## config.mk

```make
export PLATFORM = sky130hd
export DESIGN_NAME = rf_wr_arbiter
export DESIGN_NICKNAME = d
export VERILOG_FILES = /design/src/rtl/rf_wr_arbiter_pkg.sv /design/src/rtl/rf_wr_arbiter_wb_fifo.sv /design/src/rtl/rf_wr_arbiter.sv
export SDC_FILE = /design/constraint.sdc
export NUM_CORES = 1
export LEC_CHECK = 0
export ABC_AREA = 1
export CAP_MARGIN = 20
export CELL_PAD_IN_SITES_DETAIL_PLACEMENT = 1
export CELL_PAD_IN_SITES_GLOBAL_PLACEMENT = 1
export CORE_UTILIZATION = 34
export CTS_BUF_LIST = sky130_fd_sc_hd__clkbuf_4 sky130_fd_sc_hd__clkbuf_8
export DETAILED_ROUTE_END_ITERATION = 8
export PLACE_DENSITY = 0.94
export SYNTH_ARGS = -nofsm -noshare
export SYNTH_HDL_FRONTEND = slang
export SYNTH_SLANG_ARGS = --single-unit
```

## constraint.sdc

```tcl
create_clock -name clk -period 3.37 [get_ports clk]
set_clock_uncertainty 0.2 [all_clocks]
set_input_delay 0.5055 -clock clk [delete_from_list [all_inputs] [get_ports clk]]
set_output_delay 0.5055 -clock clk [all_outputs]
set_load 0.01 [all_outputs]
```

## src/rtl/rf_wr_arbiter_pkg.sv

```systemverilog
`default_nettype none
// ============================================================================
//  Module      : cpu_defs (package)
//  Description : Shared widths, writeback bus field offsets and helpers for the
//                register-file write arbiter slice.
//  Revision    : 1.0 - initial release
// ============================================================================
package cpu_defs;

    localparam int RF_BUS_W     = 38;
    localparam int REG_ADDR_W   = 5;
    localparam int DATA_W       = 32;

    // Writeback bus layout: {we, waddr[4:0], wdata[31:0]}
    localparam int BUS_WE_BIT   = 37;
    localparam int BUS_ADDR_LSB = 32;
    localparam int BUS_DATA_LSB = 0;

    // Divider FIFO entry layout: {waddr, wdata}
    localparam int ENTRY_W      = REG_ADDR_W + DATA_W;

    typedef struct packed {
        logic [REG_ADDR_W-1:0] waddr;
        logic [DATA_W-1:0]     wdata;
    } div_entry_t;

    // One-hot decode of an architectural register number
    function automatic logic [31:0] reg_onehot(input logic [REG_ADDR_W-1:0] addr);
        reg_onehot = 32'd1 << addr;
    endfunction

endpackage
`default_nettype wire

```

## src/rtl/rf_wr_arbiter_wb_fifo.sv

```systemverilog
`default_nettype none
// ============================================================================
//  Module      : wb_fifo
//  Description : Synchronous FIFO buffering divider results. Pointers wrap
//                modulo DEPTH, occupancy is held in a separate counter, and the
//                tag field of every live slot is exported for hazard masks.
//  Revision    : 1.0 - initial release
// ============================================================================
module wb_fifo #(
    parameter int DEPTH   = 2,
    parameter int WIDTH   = 37,
    parameter int TAG_LSB = 32,
    parameter int TAG_W   = 5
) (
    input  logic                   clk,
    input  logic                   reset,
    input  logic                   push_i,
    input  logic [WIDTH-1:0]       push_data_i,
    input  logic                   pop_i,
    output logic [WIDTH-1:0]       head_o,
    output logic                   full_o,
    output logic                   empty_o,
    output logic [DEPTH-1:0]       slot_valid_o,
    output logic [DEPTH*TAG_W-1:0] slot_tags_o
);

    localparam int AW = $clog2(DEPTH);
    localparam logic [AW:0] DEPTH_C = (AW + 1)'(DEPTH);

    logic [WIDTH-1:0] mem_q [DEPTH];
    logic [AW-1:0]    wr_ptr_q;
    logic [AW-1:0]    rd_ptr_q;
    logic [AW:0]      count_q;

    logic w_push;
    logic w_pop;

    assign full_o  = (count_q == DEPTH_C);
    assign empty_o = (count_q == '0);
    assign w_push  = push_i && !full_o;
    assign w_pop   = pop_i && !empty_o;
    assign head_o  = mem_q[rd_ptr_q];

    // Pointer and occupancy bookkeeping; simultaneous push and pop leave count unchanged
    always_ff @(posedge clk) begin
        if (reset) begin
            wr_ptr_q <= '0;
            rd_ptr_q <= '0;
            count_q  <= '0;
        end else begin
            if (w_push) wr_ptr_q <= wr_ptr_q + 1'b1;
            if (w_pop)  rd_ptr_q <= rd_ptr_q + 1'b1;
            count_q <= count_q + {{AW{1'b0}}, w_push} - {{AW{1'b0}}, w_pop};
        end
    end

    // Payload storage needs no reset: occupancy alone decides what is live
    always_ff @(posedge clk) begin
        if (w_push) mem_q[wr_ptr_q] <= push_data_i;
    end

    // A slot is live when its distance from the read pointer is below the occupancy
    for (genvar i = 0; i < DEPTH; i++) begin : g_slot
        localparam logic [AW-1:0] IDX = AW'(i);
        logic [AW-1:0] w_off;
        assign w_off           = IDX - rd_ptr_q;
        assign slot_valid_o[i] = ({1'b0, w_off} < count_q);
        assign slot_tags_o[i*TAG_W +: TAG_W] = mem_q[i][TAG_LSB +: TAG_W];
    end

endmodule
`default_nettype wire

```

## src/rtl/rf_wr_arbiter.sv

```systemverilog
`default_nettype none
// ============================================================================
//  Module      : rf_wr_arbiter
//  Description : Shares the register-file write port between the in-order
//                writeback stage (priority) and buffered out-of-order divider
//                results, with a starvation counter that forces the oldest
//                divider result through. Exports a pending-destination mask.
//  Revision    : 1.0 - initial release
// ============================================================================
module rf_wr_arbiter
    import cpu_defs::*;
#(
    parameter int FIFO_DEPTH = 2,
    parameter int MAX_WAIT   = 4
) (
    input  logic                  clk,
    input  logic                  reset,
    input  logic [RF_BUS_W-1:0]   ws_rf_bus,
    output logic                  ws_hold,
    input  logic                  div_valid,
    output logic                  div_ready,
    input  logic [REG_ADDR_W-1:0] div_waddr,
    input  logic [DATA_W-1:0]     div_wdata,
    output logic                  rf_we,
    output logic [REG_ADDR_W-1:0] rf_waddr,
    output logic [DATA_W-1:0]     rf_wdata,
    output logic [31:0]           div_pend_mask,
    output logic                  wr_collide
);

    localparam int              CNT_W      = $clog2(MAX_WAIT + 1);
    localparam logic [CNT_W-1:0] MAX_WAIT_C = CNT_W'(MAX_WAIT);

    localparam logic [0:0] ST_NORMAL = 1'b0;
    localparam logic [0:0] ST_FORCE  = 1'b1;

    logic [0:0]       state_q, state_d;
    logic [CNT_W-1:0] wait_q, wait_d;

    logic                        w_ws_we;
    logic [REG_ADDR_W-1:0]       w_ws_waddr;
    logic [DATA_W-1:0]           w_ws_wdata;
    logic                        w_ws_req;

    logic                        w_push;
    logic                        w_pop;
    logic                        w_full;
    logic                        w_empty;
    logic [ENTRY_W-1:0]          w_head_raw;
    div_entry_t                  w_head;
    logic [FIFO_DEPTH-1:0]       w_slot_valid;
    logic [FIFO_DEPTH*REG_ADDR_W-1:0] w_slot_tags;

    logic                        w_grant_ws;
    logic                        w_grant_head;
    logic                        w_drop;
    logic [CNT_W-1:0]            w_wait_inc;

    assign w_ws_we    = ws_rf_bus[BUS_WE_BIT];
    assign w_ws_waddr = ws_rf_bus[BUS_ADDR_LSB +: REG_ADDR_W];
    assign w_ws_wdata = ws_rf_bus[BUS_DATA_LSB +: DATA_W];
    assign w_ws_req   = w_ws_we && (w_ws_waddr != '0);

    // Readiness comes from registered occupancy only; a same-cycle pop is not credited
    assign div_ready = !w_full;
    // Writes to r0 are architecturally void, so they never occupy a slot
    assign w_push    = div_valid && div_ready && (div_waddr != '0);
    assign w_pop     = w_grant_head || w_drop;
    assign w_head    = div_entry_t'(w_head_raw);

    wb_fifo #(
        .DEPTH   (FIFO_DEPTH),
        .WIDTH   (ENTRY_W),
        .TAG_LSB (DATA_W),
        .TAG_W   (REG_ADDR_W)
    ) u_fifo (
        .clk          (clk),
        .reset        (reset),
        .push_i       (w_push),
        .push_data_i  ({div_waddr, div_wdata}),
        .pop_i        (w_pop),
        .head_o       (w_head_raw),
        .full_o       (w_full),
        .empty_o      (w_empty),
        .slot_valid_o (w_slot_valid),
        .slot_tags_o  (w_slot_tags)
    );

    // Port arbitration: writeback wins in NORMAL, FIFO head owns the port in FORCE
    always_comb begin
        w_grant_ws   = 1'b0;
        w_grant_head = 1'b0;
        w_drop       = 1'b0;
        if (state_q == ST_FORCE) begin
            w_grant_head = !w_empty;
        end else if (w_ws_req) begin
            w_grant_ws = 1'b1;
            // Writeback is later in program order, so an older result to the same register is stale
            w_drop     = !w_empty && (w_head.waddr == w_ws_waddr);
        end else begin
            w_grant_head = !w_empty;
        end
    end

    // Drive the write port from the granted source, zero when idle
    always_comb begin
        rf_we    = w_grant_ws || w_grant_head;
        rf_waddr = '0;
        rf_wdata = '0;
        if (w_grant_ws) begin
            rf_waddr = w_ws_waddr;
            rf_wdata = w_ws_wdata;
        end else if (w_grant_head) begin
            rf_waddr = w_head.waddr;
            rf_wdata = w_head.wdata;
        end
    end

    assign wr_collide = w_drop;
    assign w_wait_inc = wait_q + 1'b1;

    // Starvation tracking: count lost cycles of a nonempty FIFO, force a grant on reaching the limit
    always_comb begin
        state_d = ST_NORMAL;
        wait_d  = '0;
        if ((state_q == ST_NORMAL) && !w_empty && !w_grant_head) begin
            if (w_wait_inc == MAX_WAIT_C) begin
                state_d = ST_FORCE;
            end else begin
                wait_d = w_wait_inc;
            end
        end
    end

    // FSM and wait counter registers
    always_ff @(posedge clk) begin
        if (reset) begin
            state_q <= ST_NORMAL;
            wait_q  <= '0;
        end else begin
            state_q <= state_d;
            wait_q  <= wait_d;
        end
    end

    // The hold is taken straight from the state flop, so it is registered
    assign ws_hold = (state_q == ST_FORCE);

    // Pending-destination mask: OR of one-hot destinations of live FIFO slots
    always_comb begin
        div_pend_mask = '0;
        for (int i = 0; i < FIFO_DEPTH; i++) begin
            if (w_slot_valid[i]) begin
                div_pend_mask = div_pend_mask | reg_onehot(w_slot_tags[i*REG_ADDR_W +: REG_ADDR_W]);
            end
        end
    end

endmodule
`default_nettype wire

```

==> reports/qor.yml <==
status: "finished, final reports clean"
wl_um: 13700
p_switching_w: 0.001222
min_to: "wait_q[0]"
synth_area_mm2: 0.004165
synth.avg_cell_area_um2: 8.996
clock-sinks: 83
rows: 40
start_util: 0.3482
synth.mux.area_fraction: 0
post_drt_via_cell_ratio: 5.248
synth_ff_type: "edfxtp_1"
die_x_um: 112.7
dp_hpwl_um: 10360
ys_top_cells_by_area: "edfxtp_1 (53%), nand2_1 (9.3%), nor2_1 (8.6%), o31ai_1 (5.8%), dfxtp_1 (4.3%)"
drc_errors: 0
nNetsFinal: 691
r2r_setup_slack_ns: 0.82
drv_slew: 0
p_sw_frac: 0.3601
diodes: 0
min_period_ns: 3.261
syn_inst: 463
drt_iter0_drc: 240
power_frac_clock: 0.207
synthArstFlopShare: 0
reg2reg_to: "u_fifo.count_q[1]"
setup_violations: 0
vias: 3994
clkLatencyLatePin_ns: 0.35
hold_viol_final: 0
synth_warnings: 0
htreeDepth: 3
port_buffers: 150
start_kind: "primary input"
ctsHoldBuffers: 0
holdPathStages: 1
grt_setup_unrepaired: "yes"
stdcell_count: 761
routabilityCongestion: 0.9110
tritoncts: "yes"
synth_top_family_by_area: "simple AND/OR/NAND/NOR gates"
critical_path_required_ns: 2.66
synth_edf_count: 74
fmax_mhz: 306.6
critPathKind: "in -> out"
dpl.cell_count: 745
yosysTopAreaCellShare: 0.5335
relSlewSlack: 0.6228
vdd_drop_max_mv: 0.3674
critPathMaxFanout: 28
worstSetupEndpointType: "primary output"
yosysSeqAreaShare: 0.5767
hp-class: "reg -> reg"
cts_buffer_depth: 2
grt_first_pass_wirelength_um: 22220
fp.dieH_um: 112.7
dieArea_mm2: 0.01270
ys_ff_latch: 83
synth-simple-area-share: 0.2403
hp-start: "wait_q[0]"
totalNegativeSetupSlack_ns: 0
numCtsBuffers: 9
grt_max_degree: 41
synthAdderAreaFrac: 0.01202
p_leak_nw: 2.379
synth.most_common_cell: "nand2_1"
tightest_slew_ns: 0.5650
crit_arrival_ns: 2.56
grt_overflow: 0
antenna_found_initial: 0
synth_cell_types: 24
internal_power_w: 0.002171
layout-drive-gt1-share: 0.06352
synth_top_cells_by_count: "nand2_1 (103), nor2_1 (95), edfxtp_1 (74)"
seq_power_share: 0.398
wl_per_cell_um: 18.01
r2r_cells: 13
synth_xor_area_frac: 0.004205
root_buffer: "clkbuf_8"
synth_compound_area_frac: 0.1111
p_comb_frac: 0.395
yosysTopAreaCell: "edfxtp_1"
maxCapViolations: 0
grt_use_total: 0.2252
cts.clk_slew.worst_paths_ns: 0.08
cts_setup_buffers: 0
io_pins: 151
fin_crit_sh: 0.9678
core_mm2: 0.01196
grt_pass1_vias: 4379
syn_to_final_growth_pct: 46.17
powerDensity_mw_per_mm2: 557.4
dr.pass1.iters: 4
reg2reg_from: "u_fifo.mem_q[1][33]"
synth_fp_nets: 545
drt.antenna.violating_nets: 0
metrics by stage:
| step | util | instance area, um^2 | setup slack [ns] | power [W] | hold slack, ns |
|---|---|---|---|---|---|
| floorplan | - | 4165 | 0.3837 | 0.002050 | 0.2215 |
| global placement | 0.4903 | 5864 | 0.07532 | 0.002661 | 0.2316 |
| detailed placement | 0.4903 | 5864 | 0.07915 | 0.002728 | 0.2432 |
| CTS | 0.5063 | 6056 | 0.05067 | 0.003440 | 0.2628 |
| global route | 0.5090 | 6088 | -0.007317 | 0.003586 | 0.2878 |
| finish | 0.5090 | 6088 | 0.1087 | 0.003393 | 0.2608 |
final cells by class:
cell class | count | area, um^2
Timing Repair Buffer | 159 | 1647
Multi-Input combinational cell | 326 | 1551
Tap cell | 147 | 183.9
Clock inverter | 7 | 67.56
Sequential cell | 83 | 2402
Clock buffer | 9 | 123.9
Inverter | 30 | 112.6
Fill cell | 1370 | 5873
placed cells by master, fill, tap and decap left out, drive strengths merged:
| master | n |
|---|---|
| nor3 | 4 |
| xnor2 | 1 |
| dlymetal6s2s | 11 |
| clkinvlp | 2 |
| clkbuf | 9 |
| xor2 | 1 |
| a21boi | 1 |
| edfxtp | 74 |
| nor2 | 96 |
| nand3 | 24 |
| clkdlybuf4s50 | 139 |
| inv | 31 |
| o21ai | 40 |
| buf | 9 |
| ha | 4 |
| dfxtp | 9 |
| nand4 | 13 |
| clkinv | 3 |
| nor4 | 2 |
| bufinv | 1 |
| a21oi | 3 |
| nand2 | 105 |
| o31ai | 32 |
how the worst max path moves through the flow:
stage,startpoint,end,slack [ns],depth (start not counted)
CTS,ws_rf_bus[34],rf_wdata[6],0.05,8
floorplan,div_valid,u_fifo.mem_q[1][0],0.38,3
detailed placement,ws_rf_bus[34],rf_wdata[6],0.08,8
global placement,ws_rf_bus[34],rf_wdata[11],0.08,8
finish,ws_rf_bus[32],rf_wdata[8],0.11,8
global route,ws_rf_bus[33],rf_wdata[8],-0.007,8
critical path, cell delays in order:
cell and delay (ns):
clkdlybuf4s50_1 0.46, inv_1 0.12, nand3_1 0.12, nand2_2 0.16, nand2_2 0.13, buf_12 0.19, o31ai_1 0.26, clkdlybuf4s50_1 0.60
power groups by stage:
stage               sequential (W)  clock (W)  combinational [W]
floorplan                  0.00135          0           0.000699
global placement           0.00136          0            0.00130
detailed placement         0.00137          0            0.00136
CTS                        0.00135   0.000724            0.00137
global route               0.00136   0.000761            0.00146
finish                     0.00135   0.000702            0.00134
cell families (layout without fill, tap and decap cells):
kind of cell             count (synthesis)  after routing
AO/OA/AOI/OAI                           76             76
XOR/XNOR                                 2              2
adder cells (fa/ha/maj)                  4              4
buffers and inverters                   54            205
flip-flops                              83             83
AND/OR/NAND/NOR                        244            244
sequential cells by signal, summed over array words and instances (netlist names), named ones only:
register	cells
u_fifo.mem_q	74
wait_q	3
u_fifo.count_q	2
u_fifo.rd_ptr_q	1
u_fifo.wr_ptr_q	1
ws_hold	1
routing by layer:
metal,part of all wire,track usage,up-vias
met2,0.52,0.4259,169
met1,0.39,0.2412,1924
met3,0.079,0.06479,16
met5,0,0,-
met4,0.015,0.06578,0
li1,-,-,1885
what timing repair did:
| item | in CTS | in global routing |
|---|---|---|
| endpoints found under the hold margin | 0 | 0 |
| setup endpoints to repair | 0 | 12 |
| resized for setup | 0 | 12 |
No activity file was read; power rests on OpenSTA's default activity.
